--- config.mk ---
export PLATFORM = sky130hd
export DESIGN_NAME = ber_monitor
export DESIGN_NICKNAME = d
export VERILOG_FILES = /design/src/rtl/ber_pkg.sv /design/src/rtl/ber_monitor_ref_history.sv /design/src/rtl/ber_monitor.sv
export SDC_FILE = /design/constraint.sdc
export NUM_CORES = 1
export LEC_CHECK = 0
export ABC_AREA = 1
export CORE_MARGIN = 4
export CORE_UTILIZATION = 30
export CTS_CLUSTER_DIAMETER = 100
export DETAILED_ROUTE_END_ITERATION = 8
export GPL_TIMING_DRIVEN = 1
export PLACE_DENSITY = 0.55
export SLEW_MARGIN = 5
export SYNTH_ARGS = -nofsm -noshare
export SYNTH_HDL_FRONTEND = slang
export SYNTH_SLANG_ARGS = --single-unit
--- constraint.sdc ---
create_clock -name clk -period 3.9 [get_ports clk]
set_input_delay 0.78 -clock clk [delete_from_list [all_inputs] [get_ports clk]]
set_output_delay 0.78 -clock clk [all_outputs]
set_load 0.02 [all_outputs]
--- src/rtl/ber_pkg.sv ---
// Shared types and helpers for the BER monitor.
package ber_pkg;

  typedef enum logic {
    SEARCH = 1'b0,
    LOCKED = 1'b1
  } state_t;

  // Index width for a history of max_lat entries.
  function automatic int lat_w(input int max_lat);
    return (max_lat > 1) ? $clog2(max_lat) : 1;
  endfunction

  // Increment enable for a w-bit saturating counter holding v (w <= 64).
  // Callers add the returned bit so the counter sticks at all-ones.
  function automatic logic sat_inc(input logic [63:0] v, input logic inc, input int w);
    logic [63:0] lim;
    lim = (w >= 64) ? '1 : ((64'd1 << w) - 64'd1);
    return inc && (v != lim);
  endfunction

endpackage

--- src/rtl/ber_monitor_ref_history.sv ---
// Reference-bit history: hist[k] is the bit accepted k+1 accepts ago.
// The read is taken from the pre-shift contents so a same-cycle accept
// never disturbs the comparison.
module ber_monitor_ref_history
  import ber_pkg::*;
#(
  parameter  int MAX_LAT = 64,
  localparam int LAT_W   = lat_w(MAX_LAT),
  localparam int FILL_W  = $clog2(MAX_LAT + 1)
) (
  input  logic             clk,
  input  logic             rst,
  input  logic             ref_valid,
  input  logic             ref_bit,
  input  logic [LAT_W-1:0] idx,
  output logic             rd_bit,
  output logic             rd_ok
);

  logic [MAX_LAT-1:0] hist;
  logic [FILL_W-1:0]  fill;

  // Shift in accepted reference bits; fill saturates at MAX_LAT.
  always_ff @(posedge clk or negedge rst) begin
    if (!rst) begin
      hist <= '0;
      fill <= '0;
    end else if (ref_valid) begin
      hist <= {hist[MAX_LAT-2:0], ref_bit};
      if (fill != FILL_W'(MAX_LAT)) fill <= fill + 1'b1;
    end
  end

  // An entry is only meaningful once that many bits have been accepted.
  assign rd_bit = hist[idx];
  assign rd_ok  = fill > FILL_W'(idx);

endmodule

--- src/rtl/ber_monitor.sv ---
// Bit-error-rate monitor: finds decoder latency against the reference
// stream, locks, counts bits/errors, and drops lock on high error density.
module ber_monitor
  import ber_pkg::*;
#(
  parameter  int MAX_LAT     = 64,
  parameter  int LOCK_LEN    = 32,
  parameter  int WIN         = 64,
  parameter  int UNLOCK_ERRS = 8,
  parameter  int CNT_W       = 32,
  localparam int LAT_W       = lat_w(MAX_LAT)
) (
  input  logic             clk,
  input  logic             rst,
  input  logic             ref_valid_i,
  input  logic             ref_bit_i,
  input  logic             dec_valid_i,
  input  logic             dec_bit_i,
  input  logic             clear_i,
  output logic             locked_o,
  output logic [LAT_W-1:0] lat_o,
  output logic [CNT_W-1:0] bit_ct_o,
  output logic [CNT_W-1:0] err_ct_o,
  output logic             lock_loss_o
);

  localparam int RUN_W = $clog2(LOCK_LEN + 1);
  localparam int WCT_W = $clog2(WIN);
  localparam int ERR_W = $clog2(UNLOCK_ERRS + 1);

  state_t           state;
  logic [LAT_W-1:0] cand;
  logic [LAT_W-1:0] idx;
  logic [RUN_W-1:0] run;
  logic [WCT_W-1:0] win_ct;
  logic [ERR_W-1:0] win_err;
  logic [ERR_W-1:0] win_err_nxt;
  logic             rd_bit;
  logic             rd_ok;
  logic             cmp;
  logic             mism;
  logic [CNT_W-1:0] bit_nxt;
  logic [CNT_W-1:0] err_nxt;

  assign idx = (state == LOCKED) ? lat_o : cand;

  ber_monitor_ref_history #(.MAX_LAT(MAX_LAT)) u_hist (
    .clk       (clk),
    .rst       (rst),
    .ref_valid (ref_valid_i),
    .ref_bit   (ref_bit_i),
    .idx       (idx),
    .rd_bit    (rd_bit),
    .rd_ok     (rd_ok)
  );

  // A compare only counts once the history reaches the selected tap.
  assign cmp         = dec_valid_i && rd_ok;
  assign mism        = dec_bit_i ^ rd_bit;
  assign win_err_nxt = win_err + ERR_W'(mism);

  // Saturating next values for the status counters.
  always_comb begin
    bit_nxt = bit_ct_o + CNT_W'(sat_inc(64'(bit_ct_o), 1'b1, CNT_W));
    err_nxt = err_ct_o + CNT_W'(sat_inc(64'(err_ct_o), mism, CNT_W));
  end

  // Search/lock FSM with window tracking and registered status outputs.
  always_ff @(posedge clk or negedge rst) begin
    if (!rst) begin
      state       <= SEARCH;
      cand        <= '0;
      run         <= '0;
      win_ct      <= '0;
      win_err     <= '0;
      locked_o    <= 1'b0;
      lat_o       <= '0;
      lock_loss_o <= 1'b0;
    end else begin
      lock_loss_o <= 1'b0;
      if (cmp) begin
        case (state)
          SEARCH: begin
            if (!mism) begin
              if (run == RUN_W'(LOCK_LEN - 1)) begin
                state    <= LOCKED;
                locked_o <= 1'b1;
                lat_o    <= cand;
                run      <= '0;
                win_ct   <= '0;
                win_err  <= '0;
              end else begin
                run <= run + 1'b1;
              end
            end else begin
              run  <= '0;
              cand <= (cand == LAT_W'(MAX_LAT - 1)) ? '0 : cand + 1'b1;
            end
          end
          LOCKED: begin
            // Unlock wins over window roll-over on the same bit.
            if (win_err_nxt >= ERR_W'(UNLOCK_ERRS)) begin
              state       <= SEARCH;
              locked_o    <= 1'b0;
              lock_loss_o <= 1'b1;
              cand        <= '0;
              run         <= '0;
            end else if (win_ct == WCT_W'(WIN - 1)) begin
              win_ct  <= '0;
              win_err <= '0;
            end else begin
              win_ct  <= win_ct + 1'b1;
              win_err <= win_err_nxt;
            end
          end
          default: state <= SEARCH;
        endcase
      end
    end
  end

  // Bit/error counters: clear beats a same-cycle increment.
  always_ff @(posedge clk or negedge rst) begin
    if (!rst) begin
      bit_ct_o <= '0;
      err_ct_o <= '0;
    end else if (clear_i) begin
      bit_ct_o <= '0;
      err_ct_o <= '0;
    end else if (cmp && state == LOCKED) begin
      bit_ct_o <= bit_nxt;
      err_ct_o <= err_nxt;
    end
  end

endmodule

# ---- Word-level counts from Yosys, hierarchy flattened
# Cells that the tools add are included.
dict set report word_totals {
  word_cells 81
  regBits 166
  out_inout_bits 72
  input_bits 7
}
dict set report op_classes {
  n_addsub 7
  bitwise_logic 3
  n_lt_le_gt_ge 3
  muxes 35
  reduce_logical 10
  eq_ne 11
}
# operator count
set op_table {}
lappend op_table {{$mux 32} 4}
lappend op_table {{$add 32x1->32} 2}
lappend op_table {{$ne 32x32->1 const B} 2}
lappend op_table {{$mux 6} 10}
lappend op_table {{$pmux 6 s2} 3}
lappend op_table {{$add 6x1->6 const B} 3}
lappend op_table {{$mux 4} 4}
lappend op_table {{$eq 6x6->1 const B} 2}
lappend op_table {{$reduce_and 4->1} 3}
lappend op_table {{$mux 1} 10}
lappend op_table {{$ne 2x2->1 const B} 4}
lappend op_table {{$pmux 4 s2} 1}
lappend op_table {{$add 7x1->7 const B} 1}
lappend op_table {{$gt 7x6->1} 1}
lappend op_table {{$lt 6x7->1 const B} 1}
lappend op_table {{$ne 7x7->1 const B} 1}
lappend op_table {{$bmux 1 s6} 1}
lappend op_table {{$eq 6x5->1 const B} 1}
lappend op_table {{$add 4x1->4} 1}
lappend op_table {{$ge 4x4->1 const B} 1}
lappend op_table {{$pmux 1 s2} 2}
lappend op_table {{$reduce_and 2->1} 2}
lappend op_table {{$logic_and 1x1->1} 3}
lappend op_table {{$reduce_and 3->1} 1}
lappend op_table {{4 further kinds} 5}

# ---- Longest topological paths before layout
# Gate-level depths: netlist of the first run.
dict set report depth {
  ltp_word 9
  mapped_depth 29
}

# ---- Modules after synthesis
# A second synthesis of the first run with hierarchy kept.
dict set report hier_totals {
  cells_unflattened 1237
  area_unflattened_um2 9227.6
}
# mod instances seq_area_each_um2 cells_per_inst area_per_inst_um2
set by_module_without_submodules {}
lappend by_module_without_submodules {ber_monitor 1 2377.3 803 5688.0}
lappend by_module_without_submodules {ber_monitor_ref_history 1 1776.7 434 3539.6}

# ---- Least setup slack after synthesis of the first run
# OpenSTA, ideal clock, no wires.
dict set report synth_timing {
  path_type {flip-flop to flip-flop}
  from {register state}
  to {register err_ct_o[28]}
  setup_time_ns 0.123
  setup_slack_ns 0.355
  path_buffers 2
  arrival_ns 3.421
  stages_incl_launch_ff 29
  cell_sequence {dfrtp_1 > buf_6 > nand2_2 > inv_2 > nor2_8 > buf_6 > nand3_1 > nand3_1 > nand3_1 > nand3_1 > nand3_1 > nand2_1 > nand2_1 > nand2_4 > inv_1 > a41oi_1 > ha_1 > ha_1 > inv_1 > nor2_1 > inv_1 > nor2_1 > inv_1 > nor3_1 > nand3_1 > nor3_1 > nand2_1 > o21ai_0 > a21oi_1}
}
dict set report synth_via {
  elab_chain_cells 8
  word_cells_on_any_way 12
  classes_between {add/sub (1); order compare (1); mux (5); bitwise (1); reduce/logical (4)}
}
# element line
set synth_lines {}
lappend synth_lines {{from (decl)} ber_monitor.sv:31} ;# state_t state;
lappend synth_lines {{from (signal assigned)} ber_monitor.sv:71} ;# state <= SEARCH;
lappend synth_lines {{from (signal assigned)} ber_monitor.sv:86} ;# state <= LOCKED;
lappend synth_lines {{from (signal assigned)} ber_monitor.sv:103} ;# state <= SEARCH;
lappend synth_lines {{$mux 6} ber_monitor.sv:45} ;# assign idx = (state == LOCKED) ? lat_o : cand;
lappend synth_lines {{$bmux 1 s6} ber_monitor_ref_history.sv:35} ;# assign rd_bit = hist[idx];
lappend synth_lines {{$mux 1 (not written as such)} ber_monitor_ref_history.sv:35}
lappend synth_lines {{$xor 1x1->1} ber_monitor.sv:59} ;# assign mism = dec_bit_i ^ rd_bit;
lappend synth_lines {{$logic_and 1x1->1} ber_pkg.sv:19} ;# return inc && (v != lim);
lappend synth_lines {{$add 32x1->32} ber_monitor.sv:65} ;# err_nxt = err_ct_o + CNT_W'(sat_inc(64'(err_ct_o), mism, CNT_W));
lappend synth_lines {{$mux 32} ber_monitor.sv:130} ;# end else if (cmp && state == LOCKED) begin
lappend synth_lines {{$mux 32} ber_monitor.sv:127} ;# end else if (clear_i) begin
lappend synth_lines {{to (signal assigned)} ber_monitor.sv:132} ;# err_ct_o <= err_nxt;
lappend synth_lines {{to (decl)} ber_monitor.sv:23} ;# output logic [CNT_W-1:0] err_ct_o,
# Several ways; a longest one is shown, not always the timed one. The select of a mux whose other input is x is not followed.
# A chain may end at the register's enable or synchronous reset.

# ---- Final worst setup path of the first run
dict set report layout_timing {
  from {register state}
  to {register err_ct_o[16]}
}
# Same word-level chain as after synthesis.

==> results of run 1 <==
[final timing paths]
kind | from | endpoint | slack [ns] | cells past startpoint
min in group clk | locked_o | locked_o | 0.49 | 2
worst min-delay path | rst | u_hist.hist[1] | 0.37 | 1
worst max register to register | state | err_ct_o[16] | 0.29 | 26
worst max-delay path | state | err_ct_o[16] | 0.29 | 26
worst min register to register | locked_o | locked_o | 0.49 | 2
max in group asynchronous | rst | err_ct_o[11] | 2.62 | 2
[metal layers]
layer / vias up / global-route usage (%)
li1: 3947 / -
met4: 0 / 3.78
met2: 160 / 23.6
met1: 3661 / 21.3
met3: 17 / 3.67
met5: - / 0
[cell type report]
cell class | count | area, um2 | area share (%)
multi-input combinational | 785 | 4090 | 36.5
inverter | 136 | 513 | 4.59
sequential | 166 | 4160 | 37.2
clock inverter | 13 | 216 | 1.94
tap | 384 | 480 | 4.30
timing repair buffer | 135 | 1290 | 11.5
clock buffer | 19 | 443 | 3.96
[power breakdown]
| group | internal, W | total (W) | switching, W |
|---|---|---|---|
| registers | 0.00190 | 0.00207 | 0.000171 |
| clock network | 0.00116 | 0.00190 | 0.000734 |
| logic | 0.000589 | 0.00153 | 0.000940 |
| total | 0.00365 | 0.00550 | 0.00184 |
[kinds of logic after synthesis]
| logic type | after synthesis | synth area share [%] |
|---|---|---|
| AO/OA/AOI/OAI | 195 | 12.3 |
| adder cells (fa/ha/maj) | 16 | 2.28 |
| XOR/XNOR | 14 | 1.39 |
| flip-flops | 166 | 47.2 |
| multiplexers | 1 | 0.128 |
| buffers and inverters | 173 | 8.08 |
| AND/OR/NAND/NOR | 558 | 28.6 |
[cell usage in the layout, fill, tap and decap left out, types with 4 or more instances in the layout]
cell type and count:
nand3b_1 4, nand3_1 102, o21ai_2 17, clkbuf_16 18, clkdlybuf4s50_1 76, nor3_1 45
nand3_2 12, o21ai_0 66, xor2_1 11, o21ai_1 10, buf_4 51, a21oi_1 87
or2_2 5, nor2_2 5, a31oi_1 4, ha_1 14, nand2_2 9, nand4_1 25
bufinv_16 5, nor4_1 8, buf_12 4, nand2_1 223, dfrtp_1 165, inv_1 126
inv_2 8, nor2_1 101
[per-stage QoR]
step           std cells  area (um2)  total power [W]
6_report            1638       11200          0.00550
5_1_grt             1638       11200          0.00585
4_1_cts             1634       11000          0.00550
3_5_place_dp        1601       10300          0.00356
3_3_place_gp        1601       10300          0.00354
2_1_floorplan       1123        8800          0.00312
[sequential cells by signal, indices dropped and copies added (netlist names)]
| signal | flops |
|---|---|
| cand | 6 |
| run | 6 |
| locked_o | 1 |
| u_hist.fill | 7 |
| err_ct_o | 32 |
| win_ct | 6 |
| lock_loss_o | 1 |
| u_hist.hist | 64 |
| lat_o | 6 |
| win_err | 4 |
| bit_ct_o | 32 |
| state | 1 |
[repair_timing]
action                                  in CTS  in global routing
endpoints found under the setup margin       4                 18
pin swaps                                    1                 13
buffers inserted                             0                  3
resized for setup                            2                 38
cloned                                       1                  1
==> summary.txt, run 1 <==
Timing
  • Slew @ Worst Pin: 0.758 ns
  • Setup ws final: 0.289 ns
  • Setup TNS: 0 ns
  • Final setup fails: 0
  • Fmax: 277 MHz
  • Relative slew slack: 49.0%
  • Slew Limit Fails: 0
  • Worst hold slack: 0.369 ns
  • Layout Skew: 0.0168 ns
  • Tcrit/Tclk final: 92.6%
  • Fin crit period: 3.61 ns
  • Fin. Hold Viols: 0

Yosys
  • Syn Nets: 1,146
  • Most frequent cell after synthesis: nand2_1
  • Synth Area per Inst: 7.83 um2
  • EDFF count, synth: 0
  • Post-synth top cells: nand2_1, dfrtp_1, inv_1
  • Top post-synthesis cells by area: dfrtp_1, nand2_1, nand3_1
  • Cell Area, Synth: 8800 um2
  • Unique masters post-synth: 43
  • Synth top area share: 47.2%
  • Synth Register Bits: 166
  • Syn Inst Count: 1,123
  • Area leader, netlist: dfrtp_1
  • Top_reg_cell synth: dfrtp_1
  • Post-synthesis sequential area ratio: 47.2%
  • Syn. warnings: 0
  • Synth async-reset ratio: 100%

Flow run
  • Maxcap violations: 0

Drt
  • Uppermost layer routed: met4
  • WL final: 23,500 um
  • Met3 wire len: 1210 um
  • Vias: 7,785
  • Detailed Route Iter0 Violations: 473
  • DRC: 0
  • Metal2 WL: 10,500 um
  • Via density: 4.75
  • Wirelength per Cell: 14.3 um
  • Met1 Routed Length: 11,600 um
  • DRT antenna net count: 0
  • Initial DRT Pass Iterations: 5

GRT
  • Initial antenna violation count: 0
  • Overflow after GRT: 0
  • First-pass GRT wire length: 39,600 um
  • GRT Overall Usage: 15.2%
  • Vias in the first global route: 7,791
  • Largest net degree at the start of global routing: 74

Place
  • Port bufs: 78
  • Dpl hpwl: 16,400 um
  • Dpl ws: -0.119 ns
  • GPL Wtd Cong: 0.818

Hold path
  • Hold WC Path Type: input pin to async pin

CTS
  • H-tree depth: 4
  • Clk buf depth: 2
  • CTS buffer count: 17
  • Root Driver: clkbuf_16
  • Clock-pin slew on the worst setup and hold paths: 0.07 ns
  • Worst skew pair latency: 0.43 ns
  • Hold-fix buffers at CTS: 0
  • Clock sink total: 166
  • CTS tree: yes

Finish
  • Area grow syn2layout: 27.1%
  • Diodes inserted: 0
  • Fin util: 38.8%
  • Final net count: 1,264
  • FILL cells: 2,936
  • Fraction of layout cells with a size suffix above 1: 13.2%

Die
  • Core area: 28,800 um2
  • Die Area: 32,100 um2
  • Die extent in x: 179 um
  • # IOs: 79
  • Die Span Y: 179 um
  • # rows: 62
  • Initial core utilization: 30.6%

Worst setup path
  • Worst setup SP type: register
  • Buf/Inv on CP: 6
  • CP max stage delay: 0.45 ns
  • Worst Setup End Kind: register
  • Crit Path Max Fanout: 8
  • Delay-heaviest family, CP: simple AND/OR/NAND/NOR gates
  • CP required: 4.21 ns
  • Most frequent CP cell: nand3_1
  • Crit Path Class: register to register
  • Critical Path Slowest Stage Cell: dfrtp_2
  • WP data arrival: 3.93 ns

Power and ir drop
  • Max VDD drop: 0.299 mV
  • Pwr Density: 492 nW/um2
  • Leakage: 4.78 nW

Status
  • Status: finished clean
(Power assumes the default switching activity.)
==> inputs of run 2 (changes only) <==
Settings changed: GPL_TIMING_DRIVEN 1 to 0, TNS_END_PERCENT from default to 5.
==> run 2 against run 1 <==
The run now ends with setup timing left. Largest cell class is now multi-input combinational cells. Hold slack got worse by 0.062 ns. Count of clock-buffer cells in the layout fell by 2. Utilization increased by 1.4 points. Final cell count grew 1.3%. Wire length increased by 11%. Clock skew down 0.0023 ns. Highest routed layer unchanged. Via count is 6.2% higher. Die area unchanged.
==> summary.txt, run 2 (synthesized netlist as in run 1, its figures left out) <==
Status
  • Status: finished with violations
  • Failing checks: setup timing

Finish
  • Multi-input gate area: 4370 um2 (+7.0%)
  • Final net count: 1,286 (+1.7%)
  • Largest registers: u_hist.hist x64, bit_ct_o x32, err_ct_o x32
  • Fraction of layout cells with a size suffix above 1: 16.9% (+3.7 points)
  • Final Non-Filler Cells: 1,660 (+1.3%)
  • Area grow syn2layout: 31.5%
  • FILL cells: 2,924 (-0.41%)
  • Commonest non-fill, non-tap cell in the layout: nand2_1
  • Diodes inserted: 0 (unchanged)
  • Commonest cells after routing, fill and taps aside: nand2_1, dfrtp_1, inv_1, nor2_1, a21oi_1
  • Max reg flops: 64 (unchanged)
  • Fin util: 40.2% (+1.4 points)
  • Seq. cell area: 4150 um2 (about the same)
  • Largest Register: u_hist.hist

Drt
  • Via density: 4.98 (+4.8%)
  • Wirelength per Cell: 15.8 um (+10%)
  • Detailed Route Iter0 Violations: 696 (+47%)
  • Initial DRT Pass Iterations: 7 (+2)
  • DRC: 0 (unchanged)
  • WL final: 26,200 um (+11%)
  • DRT antenna net count: 0 (unchanged)
  • Vias: 8,267 (+6.2%)

Worst setup path
  • Worst Setup SP: state
  • Worst setup SP type: register
  • Worst R2R Start: state
  • Crit Path Class: register to register
  • Crit Path Max Fanout: 6 (-2)
  • Worst Setup End Kind: register
  • WP data arrival: 4.34 ns (+0.41 ns)
  • CP required: 4.22 ns (about the same)

Timing
  • Layout Skew: 0.0144 ns (-0.00234 ns)
  • Slew Limit Fails: 0 (unchanged)
  • Setup ws final: -0.114 ns (-0.403 ns)
  • Tcrit/Tclk final: 103% (+10 points)
  • Fin crit period: 4.01 ns (+0.403 ns)
  • RSZ-0062 raised after global routing: yes
  • Final setup fails: 1 (+1)
  • Slew @ Worst Pin: 0.807 ns (+0.0489 ns)
  • Fmax: 249 MHz (-10%)
  • Relative slew slack: 45.7% (-3.3 points)
  • Fin. Hold Viols: 0 (unchanged)

Flow run
  • Maxcap violations: 0 (unchanged)

Place
  • GPL Wtd Cong: 0.866 (+5.9%)
  • Dpl ws: -0.902 ns (-0.784 ns)
  • Port bufs: 77 (-1.3%)
  • Dpl cells: 1,585 (-1.0%)
  • Dpl hpwl: 17,400 um (+5.9%)

CTS
  • CTS buffer count: 17 (unchanged)
  • CTS tree: yes
  • Worst skew pair latency: 0.43 ns (about the same)
  • Clk buf depth: 2 (unchanged)
  • H-tree depth: 4 (unchanged)
  • Root Driver: clkbuf_16
  • Clock sink total: 166 (unchanged)
  • Clock-pin slew on the worst setup and hold paths: 0.08 ns (about the same)

Power and ir drop
  • Pwr Density: 496 nW/um2 (+0.86%)
  • Max VDD drop: 0.298 mV (-0.23%)
  • Leakage: 4.89 nW (+2.4%)

Die
  • Die extent in x: 179 um (unchanged)
  • Die Area: 32,100 um2 (unchanged)
  • Core area: 28,800 um2 (unchanged)
  • Initial core utilization: 30.6% (unchanged)
  • # IOs: 79 (unchanged)
  • # rows: 62 (unchanged)
  • Die Span Y: 179 um (unchanged)

GRT
  • Vias in the first global route: 8,178 (+5.0%)
  • First-pass GRT wire length: 42,300 um (+6.8%)
  • Initial antenna violation count: 0 (unchanged)
  • Largest net degree at the start of global routing: 96 (+30%)
  • Overflow after GRT: 0 (unchanged)
  • GRT Overall Usage: 16.4% (+1.3 points)

Hold path
  • Hold WC Path Type: input pin to async pin
[run 2: changes by cell type in the layout (fill, tap and decap cells not counted), sizes merged]
cell      change
clkinv        +3
nor2          -1
bufinv        -4
inv           +4
buf           +1
clkbuf       +19
bufbuf        +1
clkinvlp      -1
[run 2: final cells by class]
| cell class | instances | share of cell area (%) |
|---|---|---|
| clock buffer | 17 | 3.68 |
| sequential | 166 | 35.9 |
| tap | 384 | 4.15 |
| inverter | 136 | 4.53 |
| timing repair buffer | 121 | 10.6 |
| clock inverter | 15 | 1.23 |
| buffer | 37 | 2.17 |
| multi-input combinational | 784 | 37.8 |
[run 2: report_power, final]
group          internal, W  switching (W)  total, W  leakage [nW]
logic             0.000814        0.00116   0.00197          2.47
clock network     0.000898       0.000806   0.00170         0.282
registers          0.00190       0.000163   0.00206          2.14
[run 2: metal layers]
| metal | wire, um | vias to the layer above | track usage [%] |
|---|---|---|---|
| met5 | 0 | - | 0 |
| met4 | 592 | 0 | 4.86 |
| met3 | 1700 | 43 | 4.41 |
| met2 | 11800 | 255 | 25.2 |
| met1 | 12100 | 3973 | 22.9 |
| li1 | - | 3996 | - |
[run 2: through the flow]
step / power (W) / setup TNS (ns) / hold WS [ns] / instance area, um2
after floorplan: 0.00312 / 0 / 0.455 / 8800
after global placement: 0.00354 / -892.01 / 0.468 / 10000
after detailed placement: 0.00356 / -16.27 / 0.475 / 10100
after CTS: 0.00573 / -0.218 / 0.329 / 11300
after global routing: 0.00607 / -3.23 / 0.343 / 11600
final: 0.00574 / -0.114 / 0.307 / 11600
[run 2: final timing paths]
kind / to / slack (ns) / depth (start not counted)
setup reg to reg: err_ct_o[29] / -0.11 / 27
setup / recovery: err_ct_o[29] / -0.11 / 27
min in group clk: win_ct[3] / 0.49 / 2
max in group asynchronous: err_ct_o[21] / 2.69 / 2
hold reg to reg: win_ct[3] / 0.49 / 2
hold / removal: u_hist.hist[15] / 0.31 / 1
[run 2: repair_timing]
item / 4_1_cts / 5_1_grt
gates resized for setup: 71 / 72
buffers inserted: 30 / 10
pin swaps: 13 / 35
setup endpoints to repair: 55 / 47
hold buffers: 0 / 0
gates cloned: 4 / 0
[run 2: critical path, cell delays in order (launching register included)]
cell,delay [ns]
dfrtp_1,0.40
buf_6,0.15
buf_6,0.13
o21ai_4,0.27
buf_12,0.17
nand3_2,0.08
nand3_2,0.10
nand3_2,0.09
nand3_2,0.08
nand3_2,0.10
nand2_2,0.07
nand2_2,0.06
nand2_4,0.09
clkinvlp_4,0.13
a41oi_2,0.19
ha_2,0.25
buf_6,0.12
nand3_4,0.08
nor2_4,0.13
inv_2,0.05
nor2_4,0.12
inv_2,0.05
nor2_4,0.11
and2_4,0.14
nand4_1,0.12
nor4_2,0.39
buf_4,0.17
a21oi_2,0.04
==> inputs of run 3 (changes only) <==
Settings changed: TNS_END_PERCENT 5 to 50.
==> run 3 against run 2 <==
The flow still finishes with violations (setup timing). Wire length up 0.59%. Utilization up 0.37 points. Clock skew up 0.0045 ns. Via count up 0.54%. Highest routed layer unchanged.
==> summary.txt, run 3 (synthesized netlist as in run 1, its figures left out) <==
Timing
  • Final setup fails: 7 (+6)
  • Fin. Hold Viols: 0 (unchanged)
  • Relative slew slack: 42.3% (-3.4 points)
  • Layout Skew: 0.0189 ns (+0.00448 ns)
  • Worst hold slack: 0.303 ns (-0.00442 ns)
  • Tcrit/Tclk final: 103% (about the same)
  • Setup ws final: -0.111 ns (+0.00306 ns)
  • Slew @ Worst Pin: 0.858 ns (+0.0511 ns)
  • RSZ-0062 raised after global routing: yes
  • Fmax: 249 MHz (about the same)
  • Fin crit period: 4.01 ns (-0.00306 ns)
  • Slew Limit Fails: 0 (unchanged)

Power and ir drop
  • Pwr Density: 493 nW/um2 (-0.53%)
  • Total power: 0.00576 W (+0.40%)
  • Leakage: 4.97 nW (+1.5%)
  • Max VDD drop: 0.299 mV (+0.45%)

Drt
  • Initial DRT Pass Iterations: 7 (unchanged)
  • Vias: 8,312 (+0.54%)
  • DRC: 0 (unchanged)
  • WL final: 26,300 um (+0.59%)
  • Wirelength per Cell: 15.8 um (about the same)
  • DRT antenna net count: 0 (unchanged)
  • Detailed Route Iter0 Violations: 750 (+7.8%)
  • Via density: 4.98 (about the same)

GRT
  • Overflow after GRT: 0 (unchanged)
  • Initial antenna violation count: 0 (unchanged)
  • Largest net degree at the start of global routing: 96 (unchanged)
  • GRT Overall Usage: 16.4% (unchanged)
  • Vias in the first global route: 8,179 (+0.012%)
  • First-pass GRT wire length: 42,300 um (about the same)

Die
  • Die Span Y: 179 um (unchanged)
  • Die Area: 32,100 um2 (unchanged)
  • # IOs: 79 (unchanged)
  • Initial core utilization: 30.6% (unchanged)
  • # rows: 62 (unchanged)
  • Die extent in x: 179 um (unchanged)
  • Core area: 28,800 um2 (unchanged)

CTS
  • Clock sink total: 166 (unchanged)
  • Clock-pin slew on the worst setup and hold paths: 0.08 ns (about the same)
  • H-tree depth: 4 (unchanged)
  • Root Driver: clkbuf_16
  • CTS tree: yes
  • Worst skew pair latency: 0.44 ns (about the same)
  • CTS buffer count: 17 (unchanged)
  • Clk buf depth: 2 (unchanged)
  • Hold-fix buffers at CTS: 0 (unchanged)

Status
  • Failing checks: setup timing
  • Status: finished with violations

Worst setup path
  • Worst Setup End Kind: register
  • Most frequent CP cell: nand3_1
  • WP data arrival: 4.33 ns (about the same)
  • Critical Path Slowest Stage Cell: dfrtp_1
  • Worst R2R Start: state
  • CP required: 4.22 ns (about the same)
  • Buf/Inv on CP: 9 (+1)
  • RR Endpoint: err_ct_o[16]
  • Crit Path Max Fanout: 6 (unchanged)
  • Reg2Reg Depth: 28 (+3.7%)
  • Worst setup SP type: register
  • Crit Path Class: register to register
  • Delay-heaviest family, CP: simple AND/OR/NAND/NOR gates
  • Register-to-register setup slack: -0.11 ns (about the same)
  • CP max stage delay: 0.40 ns (about the same)

Place
  • GPL Wtd Cong: 0.866 (unchanged)
  • Dpl cells: 1,585 (unchanged)
  • Dpl hpwl: 17,400 um (unchanged)
  • Dpl ws: -0.902 ns (unchanged)
  • Port bufs: 77 (unchanged)

Hold path
  • Hold WC Path Type: input pin to async pin

Finish
  • Commonest cells after routing, fill and taps aside: nand2_1, dfrtp_1, inv_1, nor2_1, a21oi_1
  • Max reg flops: 64 (unchanged)
  • Largest registers: u_hist.hist x64, bit_ct_o x32, err_ct_o x32
  • Diodes inserted: 0 (unchanged)
  • FILL cells: 2,908 (-0.55%)
  • Final Non-Filler Cells: 1,669 (+0.54%)
  • Area grow syn2layout: 32.8%
  • Fin util: 40.6% (+0.37 points)
  • Fraction of layout cells with a size suffix above 1: 18.1% (+1.1 points)
  • Largest Register: u_hist.hist
  • Final net count: 1,295 (+0.70%)
  • Commonest non-fill, non-tap cell in the layout: nand2_1

Flow run
  • Maxcap violations: 0 (unchanged)
==> run 3: cell types whose count changed in the layout (fill, tap and decap cells not counted), sizes merged <==
cell / previous run / this run
buf: 59 / 67
bufbuf: 1 / 2
==> run 3: through the flow <==
| step | area (um2) | setup TNS (ns) |
|---|---|---|
| 4_1_cts | 11300 | -0.141 |
| 3_3_place_gp | 10000 | -892.01 |
| 6_report | 11700 | -0.395 |
| 2_1_floorplan | 8800 | 0 |
| 3_5_place_dp | 10100 | -16.27 |
| 5_1_grt | 11700 | -3.98 |
==> run 3: what timing repair did <==
item,CTS,global route
buffers inserted,33,16
hold endpoints to repair,0,0
cloned,4,0
pin swaps,16,40
endpoints found under the setup margin,55,47
gates resized for setup,77,72
==> run 3: routing by layer <==
layer  share of wire (%)  global-route usage [%]  vias to the layer above
li1                    -                       -                     4030
met5                   0                       0                        -
met3                 6.9                    4.41                       42
met1                  46                    22.9                     3998
met4                 2.2                    4.86                        0
met2                  45                    25.2                      242
==> run 3: cell type report <==
class / count / area, um2 / share of cell area, %
well taps: 384 / 480 / 4.11
plain buffers: 37 / 251 / 2.15
repair buffers: 130 / 1300 / 11.2
flip-flops and latches: 166 / 4150 / 35.6
clock buffers: 17 / 425 / 3.64
inverters: 136 / 524 / 4.49
clock inverters: 15 / 143 / 1.22
multi-input cells: 784 / 4400 / 37.7
==> run 3: worst max path at each step <==
stage,startpoint,endpoint,slack (ns),depth (start not counted)
final,state,err_ct_o[16],-0.11,28
after global routing,state,err_ct_o[28],-0.34,29
after CTS,state,err_ct_o[24],-0.06,28
after detailed placement,state,err_ct_o[28],-0.90,25
after global placement,rst,err_ct_o[18],-5.30,1
after floorplan,state,err_ct_o[28],0.36,28
==> run 3: report_power, final <==
| part | switching, W | total, W | internal (W) |
|---|---|---|---|
| registers | 0.000164 | 0.00206 | 0.00190 |
| logic | 0.00116 | 0.00199 | 0.000830 |
| clock network | 0.000811 | 0.00171 | 0.000898 |
| total | 0.00214 | 0.00576 | 0.00363 |
